<file path="src/rtl/dmem_arb_pkg.sv">
// dmem_arb_pkg: port ids, default widths and the response record shared by the data-memory arbiter
package dmem_arb_pkg;
  localparam int PORT_LSU = 0;
  localparam int PORT_DBG = 1;
  localparam int ADDR_W_DEF = 32;
  localparam int DATA_W_DEF = 32;
  localparam int MEM_DEPTH_DEF = 256;
  typedef struct packed {
    logic                  valid;
    logic [DATA_W_DEF-1:0] rdata;
    logic                  err;
  } rsp_t;
endpackage

</file>
<file path="src/rtl/dmem_rr_pick2.sv">
// dmem_rr_pick2: two-input round-robin picker with one-hot grant; last grant resets to port 1
// ports: clk, rst (sync, active-high), req[1:0] requests in, gnt[1:0] one-hot grant out
module dmem_rr_pick2
  import dmem_arb_pkg::*;
(
  input  logic       clk,
  input  logic       rst,
  input  logic [1:0] req,
  output logic [1:0] gnt
);
  logic last_q, last_d;
  always_comb begin
    gnt = (&req) ? (last_q ? 2'b01 : 2'b10) : req;
    last_d = (|req) ? gnt[PORT_DBG] : last_q;
  end
  always_ff @(posedge clk) last_q <= rst ? 1'b1 : last_d;
endmodule

</file>
<file path="src/rtl/dmem_arbiter.sv">
// dmem_arbiter: round-robin sharing of a single-port word-addressed data memory between the LSU (port 0) and loader/debug (port 1)
// ports: clk, rst (sync, active-high); reqN_valid/we/addr/wdata in, reqN_ready out;
//   rspN_valid/rdata/err registered response one cycle after acceptance;
//   mem_read/mem_write/mem_addr/mem_wdata to memory, mem_rdata combinational from memory;
//   with DMEM_ARB_STATS_EN: stats_clr in, stat_grant0/stat_grant1/stat_conflict saturating counters out
module dmem_arbiter
  import dmem_arb_pkg::*;
#(
  parameter int ADDR_W    = ADDR_W_DEF,
  parameter int DATA_W    = DATA_W_DEF,
  parameter int MEM_DEPTH = MEM_DEPTH_DEF
) (
  input  logic              clk,
  input  logic              rst,
  input  logic              req0_valid,
  input  logic              req0_we,
  input  logic [ADDR_W-1:0] req0_addr,
  input  logic [DATA_W-1:0] req0_wdata,
  output logic              req0_ready,
  output logic              rsp0_valid,
  output logic [DATA_W-1:0] rsp0_rdata,
  output logic              rsp0_err,
  input  logic              req1_valid,
  input  logic              req1_we,
  input  logic [ADDR_W-1:0] req1_addr,
  input  logic [DATA_W-1:0] req1_wdata,
  output logic              req1_ready,
  output logic              rsp1_valid,
  output logic [DATA_W-1:0] rsp1_rdata,
  output logic              rsp1_err,
  output logic              mem_read,
  output logic              mem_write,
  output logic [ADDR_W-1:0] mem_addr,
  output logic [DATA_W-1:0] mem_wdata,
  input  logic [DATA_W-1:0] mem_rdata
`ifdef DMEM_ARB_STATS_EN
  ,
  input  logic              stats_clr,
  output logic [31:0]       stat_grant0,
  output logic [31:0]       stat_grant1,
  output logic [31:0]       stat_conflict
`endif
);
  logic [1:0] req, gnt;
  logic any, sel, we, oor;
  logic [ADDR_W-1:0] addr;
  logic [DATA_W-1:0] wdata, rd;
  rsp_t rsp_q [2];
  rsp_t rsp_d [2];
  // masking requests during reset keeps strobes and ready low while rst is held
  assign req = {req1_valid, req0_valid} & {2{~rst}};
  dmem_rr_pick2 u_pick (
    .clk(clk),
    .rst(rst),
    .req(req),
    .gnt(gnt)
  );
  always_comb begin
    any = |gnt;
    sel = gnt[PORT_DBG];
    we = sel ? req1_we : req0_we;
    addr = sel ? req1_addr : req0_addr;
    wdata = sel ? req1_wdata : req0_wdata;
    oor = addr >= ADDR_W'(MEM_DEPTH);
    mem_read = any & ~oor & ~we;
    mem_write = any & ~oor & we;
    mem_addr = any ? addr : '0;
    mem_wdata = any ? wdata : '0;
    rd = (oor | we) ? '0 : mem_rdata;
    for (int i = 0; i < 2; i++)
      rsp_d[i] = gnt[i] ? {1'b1, rd, oor} : {1'b0, rsp_q[i].rdata, rsp_q[i].err};
  end
  always_ff @(posedge clk)
    for (int i = 0; i < 2; i++) rsp_q[i] <= rst ? '0 : rsp_d[i];
  assign req0_ready = gnt[PORT_LSU];
  assign req1_ready = gnt[PORT_DBG];
  // a response already registered is dropped as soon as reset is seen
  assign rsp0_valid = rsp_q[PORT_LSU].valid & ~rst;
  assign rsp0_rdata = rsp_q[PORT_LSU].rdata;
  assign rsp0_err = rsp_q[PORT_LSU].err;
  assign rsp1_valid = rsp_q[PORT_DBG].valid & ~rst;
  assign rsp1_rdata = rsp_q[PORT_DBG].rdata;
  assign rsp1_err = rsp_q[PORT_DBG].err;
`ifdef DMEM_ARB_STATS_EN
  logic clr;
  logic [31:0] stat_grant0_q, stat_grant0_d, stat_grant1_q, stat_grant1_d, stat_conflict_q, stat_conflict_d;
  always_comb begin
    clr = rst | stats_clr;
    stat_grant0_d = clr ? '0 : stat_grant0_q + 32'(gnt[PORT_LSU] & ~&stat_grant0_q);
    stat_grant1_d = clr ? '0 : stat_grant1_q + 32'(gnt[PORT_DBG] & ~&stat_grant1_q);
    stat_conflict_d = clr ? '0 : stat_conflict_q + 32'(&req & ~&stat_conflict_q);
  end
  always_ff @(posedge clk) begin
    stat_grant0_q <= stat_grant0_d;
    stat_grant1_q <= stat_grant1_d;
    stat_conflict_q <= stat_conflict_d;
  end
  assign stat_grant0 = stat_grant0_q;
  assign stat_grant1 = stat_grant1_q;
  assign stat_conflict = stat_conflict_q;
`endif
endmodule

</file>
<file path="config.mk">
export PLATFORM = sky130hd
export DESIGN_NAME = dmem_arbiter
export DESIGN_NICKNAME = d
export VERILOG_FILES = /design/src/rtl/dmem_arb_pkg.sv /design/src/rtl/dmem_rr_pick2.sv /design/src/rtl/dmem_arbiter.sv
export SDC_FILE = /design/constraint.sdc
export NUM_CORES = 1
export LEC_CHECK = 0
export BUFFER_PORTS_ARGS = -buffer_cell sky130_fd_sc_hd__clkbuf_2
export CORE_AREA = 2 2 118 120
export CTS_CLUSTER_DIAMETER = 200
export DETAILED_ROUTE_END_ITERATION = 10
export DIE_AREA = 0 0 120 122
export HOLD_SLACK_MARGIN = 0.03
export SLEW_MARGIN = 20
export SYNTH_ARGS = -nofsm -noshare
export SYNTH_HDL_FRONTEND = slang
export SYNTH_SLANG_ARGS = --single-unit
</file>
<file path="constraint.sdc">
create_clock -name clk -period 1.6 [get_ports clk]
set_clock_uncertainty 0.2 [all_clocks]
set_input_delay 0.16 -clock clk [delete_from_list [all_inputs] [get_ports clk]]
set_output_delay 0.16 -clock clk [all_outputs]
set_load 0.05 [all_outputs]
</file>
==> impl_metrics.tcl <==
set metrics [dict create \
    status "finished with violations" \
    violations "setup timing" \
    ys_ff_latch 69 \
    hold_path_class "primary input to register" \
    grt_pass1_wl_um 26840 \
    cts_tree "done" \
    vias 4950 \
    dpl.hpwl_um 12320 \
    min_period_over_period 1.297 \
    avgSynthCellArea_um2 7.964 \
    synth_nets 634 \
    yosysTopAreaCell "dfxtp_1" \
    yosys_warnings 0 \
    slew-limit-headroom 0.7583 \
    netlist_area_um2 3727 \
    setup_ws_ns -0.4745 \
    syn_inst 468 \
    drive_gt1_frac 0.6816 \
    criticalPathCategory "register to primary output" \
    grt-ovfl-total 0 \
    drt_iter0_markers 179 \
    stdcell_area_um2 8740 \
    report.final.setup_viol 134 \
    yosysSeqAreaShare 0.3706 \
    antenna_found_initial 0 \
    area_growth_pct 134.5 \
    power_leakage_uw 0.003969 \
    synth_edf_count 0 \
    synth_area_leaders "dfxtp_1 (37%), a22o_1 (15%), buf_4 (13%), nand2_1 (13%), a21oi_1 (8.7%)" \
    firstDrtPassIters 4 \
    maxCapViolations 0 \
    ys.flop_type "dfxtp_1" \
    chipHeight_um 122 \
    ys_types 31 \
    synth_top_family_by_area "compound AO/OA/AOI/OAI gates" \
    nets 989 \
    die_x_um 120 \
    synthMuxAreaShare 0 \
    io_pins 302 \
    synth_xor_area_frac 0 \
    clock-sinks 69 \
    die-area_um2 14640 \
    cp_top_family "simple AND/OR/NAND/NOR gates" \
    track_usage 0.2352 \
    worstMarginPinSlew_ns 0.3595 \
    crit_buf_inv 2 \
    start_kind "register" \
    drv_slew 0 \
    cts_buffers 9 \
    post_drt_wl_per_cell_um 18.74 \
    synthArstFlopShare 0 \
    cts.clk_slew.worst_paths_ns 0.05 \
    finalHoldViolCount 0 \
    power_density_nw_per_um2 655.2 \
    core_area_um2 13500 \
    cpPeakStageDelay_ns 0.34 \
    worst_setup_path_end_kind "primary output" \
    rsz0062_at_grt "true" \
    synth_top_area_frac 0.3706 \
    synth-simple-area-share 0.1954 \
    diodes 0 \
    clockBufferDepth 2 \
    portBuffers 301 \
    synthAdderAreaFrac 0 \
    place.gp.congestion 0.8748 \
    cts-root-buf "clkbuf_16" \
    place_area_um2 6808 \
    crit_fanout 5 \
    hold_ws_ns 0.05216 \
    synth-compound-area-share 0.2544 \
    max_freq_mhz 482.0 \
    final_antenna_net_count 0 \
    viasPerCell 4.920 \
    clk_latency_ns 0.32 \
    rows 43 \
    cp_slowest_cell "dfxtp_2" \
    grt_max_degree 33 \
    fin_crit_ns 2.074 \
    critical_path.cell_chain "nand2_2 > nand3_4 > buf_8 > nand4_1 > o22ai_2 > nor2b_4 > buf_12" \
    wl_um 18850 \
    drcViolationCount 0 \
    arrival_ns 1.71 \
    required_ns 1.24 \
    peakVddDrop_mv 0.3980 \
    start_util 0.2760 \
    grt_pass1_vias 5056 \
    cts.htree.levels 3 \
]
-- tightest hold or removal path, cell delays in order --
cell and delay, ns:
clkbuf_2 0.11, inv_2 0.06, buf_4 0.16, nand3_2 0.06
-- per-layer routing --
metal,vias to the layer above,global-route usage,wire length [um]
li1,2281,-,-
met1,2370,0.2496,6765
met2,254,0.4368,10030
met3,45,0.06835,1406
met4,0,0.09265,650
met5,-,0,0
-- cell usage in the layout (no fill, tap or decap), types with 4 or more instances in the layout --
master / n
a21oi_4: 66
dlygate4sd3_1: 33
buf_6: 16
buf_16: 6
dfxtp_1: 68
a22o_1: 64
buf_12: 53
nand2_1: 79
inv_1: 4
clkbuf_16: 15
clkbuf_2: 233
buf_4: 58
buf_8: 31
nor4_1: 6
nand2_4: 26
nand2_2: 26
-- state kept, by name, summed over array words and instances, names as in the netlist --
name	count
rsp_q	68
u_pick.last_q	1
-- what timing repair did --
action                                 CTS  global route
setup buffers                           18             8
hold buffers                            33             0
gates cloned                            12             5
setup endpoints to repair              134           134
pin swaps                               29            41
endpoints found under the hold margin   65             0
gates resized for setup                122            83
-- logic make-up after synthesis --
kind of cell           count (synthesis)
DFF                                   69
AOI/OAI and AO/OA                    136
and+or+nand+nor                      160
buffers and inverters                103
-- synthesized netlist by cell type, types with 2 or more instances --
master / n
inv_1: 4
and4_1: 2
buf_2: 7
buf_1: 5
a22o_1: 64
nand2b_1: 2
buf_4: 67
inv_2: 2
nand2_1: 131
nor4_4: 2
dfxtp_1: 69
clkbuf_1: 15
nor2b_1: 3
nor4_1: 9
a21oi_1: 65
buf_6: 3
nor2_1: 4
-- report_power, final --
group | switching (uW) | total [uW] | internal [uW] | leakage, uW
Combinational | 1140 | 2120 | 985 | 0.00327
Clock | 688 | 1870 | 1180 | 0.000141
Sequential | 4.97 | 1730 | 1730 | 0.000557
Total | 1830 | 5730 | 3900 | 0.00397
-- area by class of cell --
type                            count  area [um2]
Fill cell                         993        4765
Clock buffer                        9       225.2
Inverter                            6       27.53
Tap cell                          180       225.2
Clock inverter                      5       53.80
Sequential cell                    69        1383
Multi-Input combinational cell    296        2765
Timing Repair Buffer              441        4060
-- stage by stage --
| stage | setup TNS (ns) | instances | util | total power, uW | worst slack [ns] |
|---|---|---|---|---|---|
| 6_report | -45.04 | 1006 | 0.6472 | 5727 | -0.4745 |
| 5_1_grt | -53.31 | 1006 | 0.6472 | 5909 | -0.5434 |
| 4_1_cts | -44.23 | 997 | 0.6225 | 5633 | -0.5090 |
| 3_5_place_dp | -48.94 | 920 | 0.5041 | 3443 | -0.7120 |
| 3_3_place_gp | -46.40 | 920 | 0.5041 | 3429 | -0.6758 |
| 2_1_floorplan | -3.828 | 468 | - | 2674 | -0.09093 |
-- worst paths after layout --
kind | start | end | slack (ns) | cells after the start
max | u_pick.last_q | mem_read | -0.47 | 7
min | rst | u_pick.last_q | 0.05 | 4
max reg2reg | u_pick.last_q | rsp_q[0][32] | -0.41 | 11
min reg2reg | rsp_q[0][40] | rsp_q[0][40] | 0.27 | 1
Note: power is estimated with default switching activity, not from simulation.
